**config.mk**
```make
export PLATFORM = sky130hd
export DESIGN_NAME = uart_tx_ctrl_flat
export DESIGN_NICKNAME = d
export VERILOG_FILES = /design/src/rtl/uart_tx_ctrl_if.sv /design/src/rtl/uart_tx_ctrl.sv /design/src/flat_wrapper.sv
export SDC_FILE = /design/constraint.sdc
export NUM_CORES = 1
export LEC_CHECK = 0
export ABC_AREA = 1
export BUFFER_PORTS_ARGS = -buffer_cell sky130_fd_sc_hd__buf_4
export CAP_MARGIN = 20
export CORE_MARGIN = 2
export CORE_UTILIZATION = 45
export DETAILED_ROUTE_END_ITERATION = 6
export GPL_TIMING_DRIVEN = 1
export PLACE_DENSITY = 0.77
export SYNTH_ARGS = -nofsm -noshare
export SYNTH_HDL_FRONTEND = slang
export SYNTH_SLANG_ARGS = --single-unit
```
**constraint.sdc**
```tcl
create_clock -name clk -period 1.91 [get_ports clk]
set_input_delay 0.0955 -clock clk [delete_from_list [all_inputs] [get_ports clk]]
set_output_delay 0.0955 -clock clk [all_outputs]
set_load 0.01 [all_outputs]
```
**src/rtl/uart_tx_ctrl_if.sv**
```systemverilog
// CPU-side bus bundle for the memory-mapped UART transmitter.
// Carries the store strobe, store data and the line/status outputs.
interface uart_tx_ctrl_if;
  logic        sel;
  logic        we;
  logic [31:0] wdata;
  logic        tx;
  logic [7:0]  status;
  logic        tx_done;

  modport master (
    output sel,
    output we,
    output wdata,
    input  tx,
    input  status,
    input  tx_done
  );

  modport slave (
    input  sel,
    input  we,
    input  wdata,
    output tx,
    output status,
    output tx_done
  );
endinterface

```
**src/rtl/uart_tx_ctrl.sv**
```systemverilog
// Memory-mapped 8N1 UART transmitter with a one-byte holding register,
// sticky overrun flag and a pollable status byte.
//
// state | meaning
// IDLE  | line high, waiting for the holding register to fill
// START | start bit (line low) for one bit period
// DATA  | eight data bits, LSB first, one bit period each
// STOP  | stop bit (line high); reloads directly when a byte is pending
module uart_tx_ctrl #(
  parameter int CLK_FREQ = 50_000_000,
  parameter int BAUD     = 115200
) (
  input  logic         clk,
  input  logic         rst,
  uart_tx_ctrl_if.slave bus
);

  localparam int CLKS_PER_BIT = CLK_FREQ / BAUD;
  localparam int BW           = $clog2(CLKS_PER_BIT);
  localparam logic [BW-1:0] BAUD_LAST = BW'(CLKS_PER_BIT - 1);

  typedef enum logic [1:0] {
    IDLE  = 2'd0,
    START = 2'd1,
    DATA  = 2'd2,
    STOP  = 2'd3
  } state_t;

  state_t        state_q, state_d;
  logic [BW-1:0] baud_q, baud_d;
  logic [2:0]    bit_q, bit_d;
  logic [7:0]    shift_q, shift_d;
  logic [7:0]    hold_q, hold_d;
  logic          hold_full_q, hold_full_d;
  logic          overrun_q, overrun_d;
  logic          tx_q, tx_d;
  logic          tx_done_q, tx_done_d;
  logic [7:0]    status_q, status_d;

  logic          wr;
  logic          clr_wr;
  logic          data_wr;
  logic          bit_end;
  logic          drain;
  logic          accept;

  logic          unused_wdata;
  assign unused_wdata = ^bus.wdata[30:8];

  // Write decode. A data write is still accepted when the pending byte
  // moves into the shift register on the same edge.
  always_comb begin
    wr      = bus.sel && bus.we;
    clr_wr  = wr && bus.wdata[31];
    data_wr = wr && !bus.wdata[31];
    bit_end = (baud_q == BAUD_LAST);
    drain   = hold_full_q &&
              ((state_q == IDLE) || ((state_q == STOP) && bit_end));
    accept  = data_wr && (!hold_full_q || drain);
  end

  always_comb begin
    state_d = state_q;
    baud_d  = bit_end ? '0 : baud_q + 1'b1;
    bit_d   = bit_q;
    shift_d = shift_q;
    tx_d    = tx_q;

    case (state_q)
      IDLE: begin
        baud_d = '0;
        tx_d   = 1'b1;
        if (hold_full_q) begin
          state_d = START;
          shift_d = hold_q;
          tx_d    = 1'b0;
        end
      end

      START: begin
        if (bit_end) begin
          state_d = DATA;
          bit_d   = 3'd0;
          tx_d    = shift_q[0];
        end
      end

      DATA: begin
        if (bit_end) begin
          if (bit_q == 3'd7) begin
            state_d = STOP;
            tx_d    = 1'b1;
          end else begin
            shift_d = {1'b0, shift_q[7:1]};
            bit_d   = bit_q + 3'd1;
            tx_d    = shift_q[1];
          end
        end
      end

      STOP: begin
        if (bit_end) begin
          if (hold_full_q) begin
            state_d = START;
            shift_d = hold_q;
            tx_d    = 1'b0;
          end else begin
            state_d = IDLE;
            tx_d    = 1'b1;
          end
        end
      end

      default: begin
        state_d = IDLE;
        baud_d  = '0;
        tx_d    = 1'b1;
      end
    endcase
  end

  always_comb begin
    hold_d      = accept ? bus.wdata[7:0] : hold_q;
    hold_full_d = hold_full_q;
    if (accept) begin
      hold_full_d = 1'b1;
    end else if (drain) begin
      hold_full_d = 1'b0;
    end

    overrun_d = overrun_q;
    if (clr_wr) begin
      overrun_d = 1'b0;
    end else if (data_wr && !accept) begin
      overrun_d = 1'b1;
    end

    // Registered so the pulse lines up with the last cycle of the stop bit.
    tx_done_d = (state_d == STOP) && (baud_d == BAUD_LAST);
    status_d  = {5'b0, overrun_d, hold_full_d, state_d != IDLE};
  end

  always_ff @(posedge clk) begin
    if (rst) begin
      state_q     <= IDLE;
      baud_q      <= '0;
      bit_q       <= 3'd0;
      shift_q     <= 8'h00;
      hold_q      <= 8'h00;
      hold_full_q <= 1'b0;
      overrun_q   <= 1'b0;
      tx_q        <= 1'b1;
      tx_done_q   <= 1'b0;
      status_q    <= 8'h00;
    end else begin
      state_q     <= state_d;
      baud_q      <= baud_d;
      bit_q       <= bit_d;
      shift_q     <= shift_d;
      hold_q      <= hold_d;
      hold_full_q <= hold_full_d;
      overrun_q   <= overrun_d;
      tx_q        <= tx_d;
      tx_done_q   <= tx_done_d;
      status_q    <= status_d;
    end
  end

  assign bus.tx      = tx_q;
  assign bus.tx_done = tx_done_q;
  assign bus.status  = status_q;

endmodule

```
**src/flat_wrapper.sv**
```systemverilog
// flat-port wrapper written by rule: the top's interface ports become plain ports
module uart_tx_ctrl_flat 
#(
  parameter int CLK_FREQ = 50_000_000,
  parameter int BAUD     = 115200
)
  (clk, rst, bus_sel, bus_we, bus_wdata, bus_tx, bus_status, bus_tx_done);
  uart_tx_ctrl_if bus_i ();
  input  logic clk;
  input  logic rst;
  input wire logic [$bits(bus_i.sel)-1:0] bus_sel;
  input wire logic [$bits(bus_i.we)-1:0] bus_we;
  input wire logic [$bits(bus_i.wdata)-1:0] bus_wdata;
  output wire logic [$bits(bus_i.tx)-1:0] bus_tx;
  output wire logic [$bits(bus_i.status)-1:0] bus_status;
  output wire logic [$bits(bus_i.tx_done)-1:0] bus_tx_done;
  assign bus_i.sel = bus_sel;
  assign bus_i.we = bus_we;
  assign bus_i.wdata = bus_wdata;
  assign bus_tx = bus_i.tx;
  assign bus_status = bus_i.status;
  assign bus_tx_done = bus_i.tx_done;
  uart_tx_ctrl #(.CLK_FREQ(CLK_FREQ), .BAUD(BAUD)) u_core (.clk(clk), .rst(rst), .bus(bus_i));
endmodule
```
==> results <==
- Leaving out fill and tap cells, the most frequent cells in the layout are 51 x sky130_fd_sc_hd__nand2_1, 42 x sky130_fd_sc_hd__nor2_1, 35 x sky130_fd_sc_hd__dfxtp_1, 29 x sky130_fd_sc_hd__inv_1, 22 x sky130_fd_sc_hd__o21ai_0.
- Measured in cells, the most critical reg-to-reg path has a length of 8.
- The ratio of routed vias to standard cells is 4.93.
- The clock arrives with 7.35 ps of skew.
- The hold path startpoint is rst.
- The share of total power dissipated in sequential elements is 45.3%.
- Setup repair after global routing could not meet its margin everywhere.
- The portion of total power attributed to combinational logic is 16.3%.
- The number of placed I/O pins is 46.
- The number of levels in the clock H-tree is 2.
- The maximum number of pins on one net before global-route repair is 18.
- The startpoint type of the worst setup path is a flop.
- The placed instance area is 1990 µm².
- The flow ran to the end, and the final reports show no timing, DRC or antenna violations.
- Clock latency on the worst-skew pair, taken at its later pin, is 290 ps.
- The total area inside the core boundary comes to 4000 µm².
- The number of antenna violations at the first check in global routing is 0.
- The count of nets left with antenna violations once routing finished came out at 0.
- After filler insertion, the fill cell instance count of the layout stands at 391.
- The final count of pins violating max slew is 0.
- The per-instance average area after synthesis is 7.17 µm².
- The kind of end point of the critical path is a flop.
- From left edge to right edge, the die measures 68.3 µm.
- The maximum root-to-sink buffer count is 2.
- After legalization and detailed placement, the total HPWL measured 2580 µm.
- The number of input and output port buffers inserted is 17.
- The netlist uses 31 different library cells.
- The residual overflow from global routing is 0.
- The via count of the first global-routing pass is 1525.
- Per report_power, the clock group accounts for 38.4% of the total.
- TritonCTS built the clock tree.
- The startpoint identified for the worst register-to-register timing path is u_core.state_q[0]$_SDFF_PP0_.
- Yosys printed 0 warnings.
- The cell count after synthesis is 260.
- The die outline area is 4670 µm².
- The total routed wirelength is 3540 µm.
- The post-synthesis cell area is 1860 µm².
- The final instance area is 2130 µm².
- The average detailed-routed wire length per instance is 10.7 µm.
- The worst hold path terminates at u_core.shift_q[7]$_SDFFE_PP0P_.
- For this design the static power due to leakage is 0.927 nW.
- The fraction of final layout cells with drive strength greater than 1 is 17.1%.
- The worst path uses 91.4% of the clock period.
- The slack of the worst reg-to-reg path is 160 ps.
- Registers take 701 µm².
- The internal power component is 0.00128 W.
- The initial DRC count is 63.
- The number of failing hold endpoints at the final stage was 0.
- The worst hold path belongs to the class input port to flop.
- The minimum period implied by the final worst setup slack is 1750 ps.
- The relative area change from synthesis to final layout is 14.6%.
- The worst setup path is of the flop to flop kind.
- The first detailed-routing pass took 4 iterations.
- Clock-pin slew was measured on the worst setup and hold paths at 80 ps.
- The worst vdd rail ir drop is 0.589 mV.
- Counting flops and latches in the post-synthesis netlist gives 35.
- The leading cell type in the layout, fill and taps excluded is sky130_fd_sc_hd__nand2_1.
- The maximum frequency from static timing analysis is 573 MHz.
- In this run the worst path has a maximum fanout of 16.
- The first global-routing pass estimated 6250 µm of wire.
- Sequential cells were found to cover 37.6% of the synthesized design area.
- The area of the multi-input gates is 965 µm².
- The root buffer cell is sky130_fd_sc_hd__clkbuf_8.
- Across the run, the number of max-cap violations was 0.
- For this design the ratio of total power to cell area is 827 nW/µm².
- Net switching is 27.3% of the power.
- The number of clock sinks is 35.
- The post-cts hold buffer count is 0.
- The number of buffers created by CTS is 5.
- The final total power is 0.00177 W.
- The net switching power figure is 0.000482 W.
- The arrival time of the worst setup path is 1930 ps.
- Routability-driven placement finished with a final weighted congestion of 0.897.
- The number of nets at the end of the flow is 324.
- The required arrival time at the worst endpoint is 2090 ps.
- The remaining routing DRC violations is 0.
- The endpoint identified for the worst register-to-register timing path is u_core.shift_q[2]$_SDFFE_PP0P_.
- The worst hold path was traced through 2 stages.
- Once the floorplan was initialized, standard cells occupied 46.6% of the core.
- The all-layer global routing usage is 17.8%.
- Detailed routing inserted a total of 1626 vias.
- The antenna diode count is 0.
- The floorplan has 23 rows.
- Setup violations remaining at the end of the flow were counted as 0.
- The vertical die dimension is 68.3 µm.
==> layout make-up <==
class | instances | area share (%)
clock buffer | 5 | 3.22
inverter | 33 | 6.21
clock inverter | 3 | 2.23
multi-input combinational | 183 | 45.2
timing repair buffer | 21 | 7.39
tap | 50 | 2.93
sequential | 35 | 32.8
==> repair_timing <==
action,in CTS,in global routing
resized for setup,0,3
endpoints found under the setup margin,0,12
setup buffers,0,3
==> Yosys cell counts (all sizes together) <==
library cell  number  area (µm²)
nand4              5        31.3
clkbuf             3        12.5
a21oi             12        63.8
dfxtp             35         701
nand3             17        97.6
clkinv             1        8.76
nor2              44         180
inv               32         120
xor2               1        8.76
nand2             57         244
o21ai             27         146
ha                 9         113
o21ba              1        10.0
nor3               3        31.3
buf               10        73.8
o211a              1        10.0
conb               1        3.75
o211ai             1        7.51
==> worst max-delay path: stages (launching register included) <==
cell,delay (ps)
sky130_fd_sc_hd__dfxtp_1,380
sky130_fd_sc_hd__inv_1,110
sky130_fd_sc_hd__ha_2,270
sky130_fd_sc_hd__nand2_1,130
sky130_fd_sc_hd__o21ai_0,90
sky130_fd_sc_hd__nor2_1,180
sky130_fd_sc_hd__nand3_4,200
sky130_fd_sc_hd__o21ai_0,220
sky130_fd_sc_hd__a21oi_1,50
==> state kept, by name, indices dropped and copies added (netlist names) <==
| signal | flops |
|---|---|
| u_core.baud_q | 9 |
| u_core.hold_q | 8 |
| u_core.shift_q | 8 |
| u_core.bit_q | 3 |
| u_core.bus.status | 3 |
| u_core.state_q | 2 |
| u_core.bus.tx | 1 |
| u_core.bus.tx_done | 1 |
==> worst max path at each step <==
stage / start / endpoint / slack [ps] / cells past startpoint
after floorplan: u_core.state_q[0]$_SDFF_PP0_ / u_core.shift_q[7]$_SDFFE_PP0P_ / 270 / 10
after global placement: u_core.state_q[0]$_SDFF_PP0_ / u_core.shift_q[1]$_SDFFE_PP0P_ / 120 / 8
after detailed placement: u_core.state_q[0]$_SDFF_PP0_ / u_core.shift_q[2]$_SDFFE_PP0P_ / 90 / 8
after CTS: u_core.state_q[0]$_SDFF_PP0_ / u_core.shift_q[1]$_SDFFE_PP0P_ / 70 / 8
after global routing: u_core.state_q[0]$_SDFF_PP0_ / u_core.shift_q[2]$_SDFFE_PP0P_ / -10 / 8
final: u_core.state_q[0]$_SDFF_PP0_ / u_core.shift_q[2]$_SDFFE_PP0P_ / 160 / 8
==> power by group through the flow <==
| stage | Sequential [W] | Combinational [W] | Clock [W] |
|---|---|---|---|
| after floorplan | 0.000817 | 0.000208 | 0 |
| after global placement | 0.000814 | 0.000281 | 0 |
| after detailed placement | 0.000816 | 0.000285 | 0 |
| after CTS | 0.000799 | 0.000288 | 0.000695 |
| after global routing | 0.000806 | 0.000334 | 0.000726 |
| final | 0.000799 | 0.000288 | 0.000679 |
==> cells by family after synthesis <==
family	after synthesis	share of synthesized area (%)
AO/OA/AOI/OAI	42	12.8
XOR/XNOR	1	0.470
adder cells (fa/ha/maj)	9	6.04
buffers and inverters	46	11.6
flip-flops	35	37.6
other	1	0.201
AND/OR/NAND/NOR	126	31.4
==> through the flow <==
step           hold WS [ps]  setup slack, ps  util (%)  cells  setup TNS (ps)
6_report               43.9              164      53.4    330               0
3_5_place_dp            343             85.1      49.7    319               0
5_1_grt                26.8            -9.98      53.4    330           -19.5
3_3_place_gp            338              121      49.7    319               0
2_1_floorplan           259              272         -    264               0
4_1_cts                31.8             72.5      52.6    327               0
==> metal layers <==
metal  vias to the layer above  track usage (%)  wire length (µm)
met5                         -                0                 0
met4                         0             8.25                63
met3                         8             4.77               140
met2                        27             30.8              1660
met1                       741             20.4              1670
li1                        850                -                 -
No activity file was read; power rests on OpenSTA's default activity.
